--- src/rtl/mux21_arb_pkg.sv ---
// Shared types and defaults for the two-requester mux arbiter.
// Holds the FSM state enum and the default WIDTH / MAX_HOLD values.
package mux21_arb_pkg;

  localparam int ARB_WIDTH_DEF    = 8;
  localparam int ARB_MAX_HOLD_DEF = 15;

  typedef enum logic {
    IDLE  = 1'b0,
    GRANT = 1'b1
  } arb_state_t;

endpackage

--- src/rtl/Mux21.sv ---
// Single-bit 2:1 multiplexer used as the arbiter datapath cell.
// Ports: out = in[sel]; in[1:0] are the candidates; sel picks one.
module Mux21 (
  output logic       out,
  input  logic [1:0] in,
  input  logic       sel
);

  assign out = in[sel];

endmodule

--- src/rtl/mux21_arbiter.sv ---
// Two-requester arbiter sharing one valid/ready channel via Mux21 cells.
// Ports: clk, rst_n (async low); in0_*/in1_* upstream valid/data/last/ready;
// out_* downstream valid/data/last/ready; sel mux select; busy grant active.
// Build option MUX21_ARB_RR_EN: round-robin tie-break (else in0 priority).
module mux21_arbiter
  import mux21_arb_pkg::*;
#(
  parameter int WIDTH    = ARB_WIDTH_DEF,
  parameter int MAX_HOLD = ARB_MAX_HOLD_DEF
) (
  input  logic             clk,
  input  logic             rst_n,
  input  logic             in0_valid,
  input  logic [WIDTH-1:0] in0_data,
  input  logic             in0_last,
  output logic             in0_ready,
  input  logic             in1_valid,
  input  logic [WIDTH-1:0] in1_data,
  input  logic             in1_last,
  output logic             in1_ready,
  output logic             out_valid,
  output logic [WIDTH-1:0] out_data,
  output logic             out_last,
  input  logic             out_ready,
  output logic             sel,
  output logic             busy
);

  localparam int CW = $clog2(MAX_HOLD + 1);
  localparam logic [CW-1:0] CNT_LAST = CW'(MAX_HOLD - 1);

  arb_state_t state;
  arb_state_t state_n;

  logic [CW-1:0] cnt;
  logic          req_any;
  logic          tie_win;
  logic          win;
  logic          sel_valid;
  logic          beat;
  logic          rel;

  logic [WIDTH:0] bus0;
  logic [WIDTH:0] bus1;
  logic [WIDTH:0] mux_out;

  assign req_any = in0_valid | in1_valid;

`ifdef MUX21_ARB_RR_EN
  logic last_gnt;

  // Reset to 1 so the first tie after reset goes to in0.
  always_ff @(posedge clk or negedge rst_n) begin
    if (!rst_n) begin
      last_gnt <= 1'b1;
    end else if (state == IDLE && req_any) begin
      last_gnt <= win;
    end
  end

  assign tie_win = ~last_gnt;
`else
  assign tie_win = 1'b0;
`endif

  always_comb begin
    win = 1'b0;
    unique case (1'b1)
      (in0_valid && !in1_valid): win = 1'b0;
      (!in0_valid && in1_valid): win = 1'b1;
      (in0_valid && in1_valid):  win = tie_win;
      default:                   win = 1'b0;
    endcase
  end

  // Datapath: {last, data} per requester, one Mux21 per bit.
  assign bus0 = {in0_last, in0_data};
  assign bus1 = {in1_last, in1_data};

  for (genvar i = 0; i <= WIDTH; i++) begin : g_mux
    Mux21 u_mux (
      .out (mux_out[i]),
      .in  ({bus1[i], bus0[i]}),
      .sel (sel)
    );
  end

  assign sel_valid = sel ? in1_valid : in0_valid;
  assign beat      = out_valid & out_ready;
  // Release on packet end or on the beat that reaches MAX_HOLD.
  assign rel       = beat & (out_last | (cnt == CNT_LAST));
  assign busy      = (state == GRANT);

  always_ff @(posedge clk or negedge rst_n) begin
    if (!rst_n) begin
      state <= IDLE;
    end else begin
      state <= state_n;
    end
  end

  always_comb begin
    state_n = state;
    unique case (state)
      IDLE:    if (req_any) state_n = GRANT;
      GRANT:   if (rel)     state_n = IDLE;
      default: state_n = IDLE;
    endcase
  end

  always_ff @(posedge clk or negedge rst_n) begin
    if (!rst_n) begin
      sel <= 1'b0;
      cnt <= '0;
    end else if (state == IDLE) begin
      if (req_any) begin
        sel <= win;
        cnt <= '0;
      end
    end else if (beat) begin
      cnt <= cnt + CW'(1);
    end
  end

  always_comb begin
    out_valid = 1'b0;
    out_data  = '0;
    out_last  = 1'b0;
    in0_ready = 1'b0;
    in1_ready = 1'b0;
    if (state == GRANT) begin
      out_valid = sel_valid;
      out_data  = mux_out[WIDTH-1:0];
      out_last  = mux_out[WIDTH];
      in0_ready = ~sel & out_ready;
      in1_ready = sel & out_ready;
    end
  end

endmodule

--- config.mk ---
export PLATFORM = sky130hd
export DESIGN_NAME = mux21_arbiter
export DESIGN_NICKNAME = d
export VERILOG_FILES = /design/src/rtl/mux21_arb_pkg.sv /design/src/rtl/Mux21.sv /design/src/rtl/mux21_arbiter.sv
export SDC_FILE = /design/constraint.sdc
export NUM_CORES = 1
export LEC_CHECK = 0
export BUFFER_PORTS_ARGS = -buffer_cell sky130_fd_sc_hd__buf_2
export CAP_MARGIN = 30
export CORE_UTILIZATION = 35
export DETAILED_ROUTE_END_ITERATION = 10
export GPL_TIMING_DRIVEN = 0
export PLACE_DENSITY = 0.7
export RECOVER_POWER = 25
export SYNTH_ARGS = -nofsm -noshare
export SYNTH_HDL_FRONTEND = slang
export SYNTH_SLANG_ARGS = --single-unit
--- constraint.sdc ---
create_clock -name clk -period 1.1 [get_ports clk]
set_clock_uncertainty 0.05 [all_clocks]
set_input_delay 0.22 -clock clk [delete_from_list [all_inputs] [get_ports clk]]
set_output_delay 0.22 -clock clk [all_outputs]
set_load 0.02 [all_outputs]
==> flow_metrics.tcl <==
set metrics [dict create \
    outcome "finished, violations left" \
    failed_checks "negative setup slack" \
    slew_viol_final 0 \
    detail_route.wirelength_microns 2510 \
    cts-buffers-inserted 3 \
    skew_pair_late_insertion_delay_ps 260 \
    drt_iter0_drc 26 \
    grt_pass1_wl_microns 2750 \
    total_power_mw 3.21 \
    synthTopCellsByCount "sky130_fd_sc_hd__nor2_1, sky130_fd_sc_hd__mux2i_1, sky130_fd_sc_hd__dfrtp_1" \
    finalHoldViolCount 0 \
    vias 701 \
    worst_hold_check_path_type "in2reg" \
    final_core_util_pct 87.5 \
    wl_per_cell_microns 20.9 \
    fp-row-count 13 \
    horiz_die_dim_microns 40.6 \
    max_freq_ghz 0.594 \
    unique_cell_type_count_in_the_yosys_netlist 25 \
    place_worst_setup_slack_ps -327 \
    synth-seq-area-share_pct 28.8 \
    buffer_ports.inserted 36 \
    grt_pass1_vias 601 \
    tritoncts "yes" \
    met2_length_microns 1280 \
    post_route_met1_wirelength_microns 975 \
    critPathCaptureType "primary output" \
    placed_cells 110 \
    async_flop_share_pct 100 \
    synth.cell_area_sq_um 522 \
    dr.pass1.iters 4 \
    worstPathArrival_ps 1410 \
    antenna-diode-count 0 \
    layout_worst_path_cycle_share_pct 153 \
    nets 131 \
    floorplan.initialDensity_pct 38.6 \
    die_area_sq_um 1650 \
    highest-signal-layer "met4" \
    syn_area_cell_sq_um 8.84 \
    synth.most_common_cell "sky130_fd_sc_hd__nor2_1" \
    grt_setup_unrepaired "true" \
    max-clock-path-buffers 2 \
    root_buffer "sky130_fd_sc_hd__clkbuf_4" \
    critPathKind "reg2out" \
    detail_route.drc_violations 0 \
    ys.flop_type "sky130_fd_sc_hd__dfrtp_1" \
    power.density_nw_per_um2 2720 \
    drv_cap 0 \
    count_of_placed_standard_cells_in_the_final_layout_fillers_left_out 120 \
    synthTopCellsByArea "sky130_fd_sc_hd__dfrtp_1, sky130_fd_sc_hd__mux2i_1, sky130_fd_sc_hd__nor2_1" \
    finalWorstPathRequiredPeriod_ps 1680 \
    core_sq_um 1350 \
    finalSetupTns_ps -8120 \
    grt_antenna_before_repair 0 \
    worst_setup_hold_path_clk_slew_ps 50 \
    htreeDepth 1 \
    worstPathBufferInverterCount 3 \
    gr-usage-all-layers_pct 27.7 \
    setup_viol 18 \
    crit_path_cell_trace "buf_6 > buf_12 > mux2i_4 > nor2_4 > buf_6" \
    clkSinkCount 6 \
    ys.warnings.count 0 \
    timing.slew.headroom_pct 77.9 \
    largest_net_degree_at_the_start_of_global_routing 11 \
    max_stage_delay_ps 420 \
    holdWs_ps 187 \
    die_h_microns 40.6 \
    area_share_of_the_largest_cell_type_after_synthesis_pct 28.8 \
    kind_of_cell_adding_the_most_delay_to_the_critical_path "buffers and inverters" \
    cp.required_ps 830 \
    critical-path-top-cell-by-count "sky130_fd_sc_hd__buf_6" \
    io_pins 37 \
    drive_gt1_share_pct 75.2 \
    mappedNetlistNets 84 \
    grt_overflow 0 \
    final.setup.worst_slack_ps -583 \
    worstPathMaxFanout 5 \
    cp-start-kind "flip-flop" \
    design_area_sq_um 1180 \
    synth_edf_count 0 \
    worst-slew-pin-transition_ps 331 \
    synthDominantAreaCellType "sky130_fd_sc_hd__dfrtp_1" \
    synthCells 59 \
    dp_hpwl_microns 1110 \
    critical_path.slowest_cell "sky130_fd_sc_hd__dfrtp_2" \
    cellLeakagePower_nw 0.502 \
    placed_area_sq_um 861 \
    viasPerCell 5.84 \
    area_growth_syn_to_layout_pct 126 \
    synth_seq_cells 6 \
    vdd.ir_drop.worst_mv 1.73 \
    globalplace.congestion 0.750 \
    detail-route-antenna-nets 0 \
    wl_met3_microns 147 \
]
layout by cell type (no fill, tap or decap), types with 2 or more instances in the layout:
cell type / instances
sky130_fd_sc_hd__nor2_4: 12
sky130_fd_sc_hd__dfrtp_2: 2
sky130_fd_sc_hd__ha_1: 2
sky130_fd_sc_hd__mux2i_4: 10
sky130_fd_sc_hd__dfrtp_1: 4
sky130_fd_sc_hd__a22o_1: 2
sky130_fd_sc_hd__clkbuf_1: 2
sky130_fd_sc_hd__buf_12: 3
sky130_fd_sc_hd__buf_2: 22
sky130_fd_sc_hd__a21oi_1: 2
sky130_fd_sc_hd__nor2b_1: 2
sky130_fd_sc_hd__nand3_1: 2
sky130_fd_sc_hd__clkbuf_4: 3
sky130_fd_sc_hd__buf_6: 17
sky130_fd_sc_hd__inv_1: 2
report_power, final:
group	total (mW)	switching [mW]	internal [mW]
sequential	0.411	0.102	0.310
combinational	2.56	1.21	1.36
clock	0.239	0.100	0.139
sequential cells by signal (all words and copies together), names as in the netlist:
| signal | count |
|---|---|
| busy | 1 |
| cnt | 4 |
| sel | 1 |
worst paths after layout:
kind | start | depth (start not counted) | slack, ps | endpoint
setup / recovery | sel | 5 | -580 | out_data[7]
hold / removal | in0_valid | 2 | 190 | sel
setup reg to reg | sel | 6 | -450 | cnt[0]
hold reg to reg | cnt[3] | 1 | 510 | cnt[3]
max in group asynchronous | rst_n | 2 | 340 | busy
min in group asynchronous | rst_n | 2 | 400 | cnt[3]
what timing repair did:
item / 4_1_cts / 5_1_grt
hold buffers: 1 / 0
endpoints found under the setup margin: 17 / 19
setup buffers: 3 / 1
pin swaps: 4 / 3
gates resized for setup: 43 / 8
cloned: 1 / 0
hold endpoints to repair: 6 / 0
cell families (layout without fill, tap and decap cells):
group,Yosys count,in the layout,share of synthesized area (%)
AO/OA/AOI/OAI,11,11,14.6
adder cells (fa/ha/maj),2,2,4.80
buffers and inverters,7,53,7.67
flip-flops,6,6,28.8
multiplexers,11,11,23.7
XOR/XNOR,1,1,1.68
AND/OR/NAND/NOR,21,21,18.7
area by class of cell:
class	instances	area [sq um]
Tap cell	15	18.8
Sequential cell	6	153
Multi-Input combinational cell	46	559
Fill cell	57	169
Timing Repair Buffer	42	348
Clock buffer	4	26.3
Buffer	4	62.6
Inverter	3	13.8
worst register-to-register path: cells and delay by family, from the launching register on:
| kind | cells | cell delay, ps |
|---|---|---|
| buffers and inverters | 3 | 430 |
| flip-flops | 1 | 380 |
| multiplexers | 2 | 530 |
| AND/OR/NAND/NOR | 1 | 40 |
routing by layer:
| layer | vias up | track usage, % |
|---|---|---|
| li1 | 305 | - |
| met1 | 341 | 30.0 |
| met2 | 42 | 46.0 |
| met3 | 13 | 7.61 |
| met4 | 0 | 20.0 |
| met5 | - | 0 |
Power figures use the tool's default switching activity.
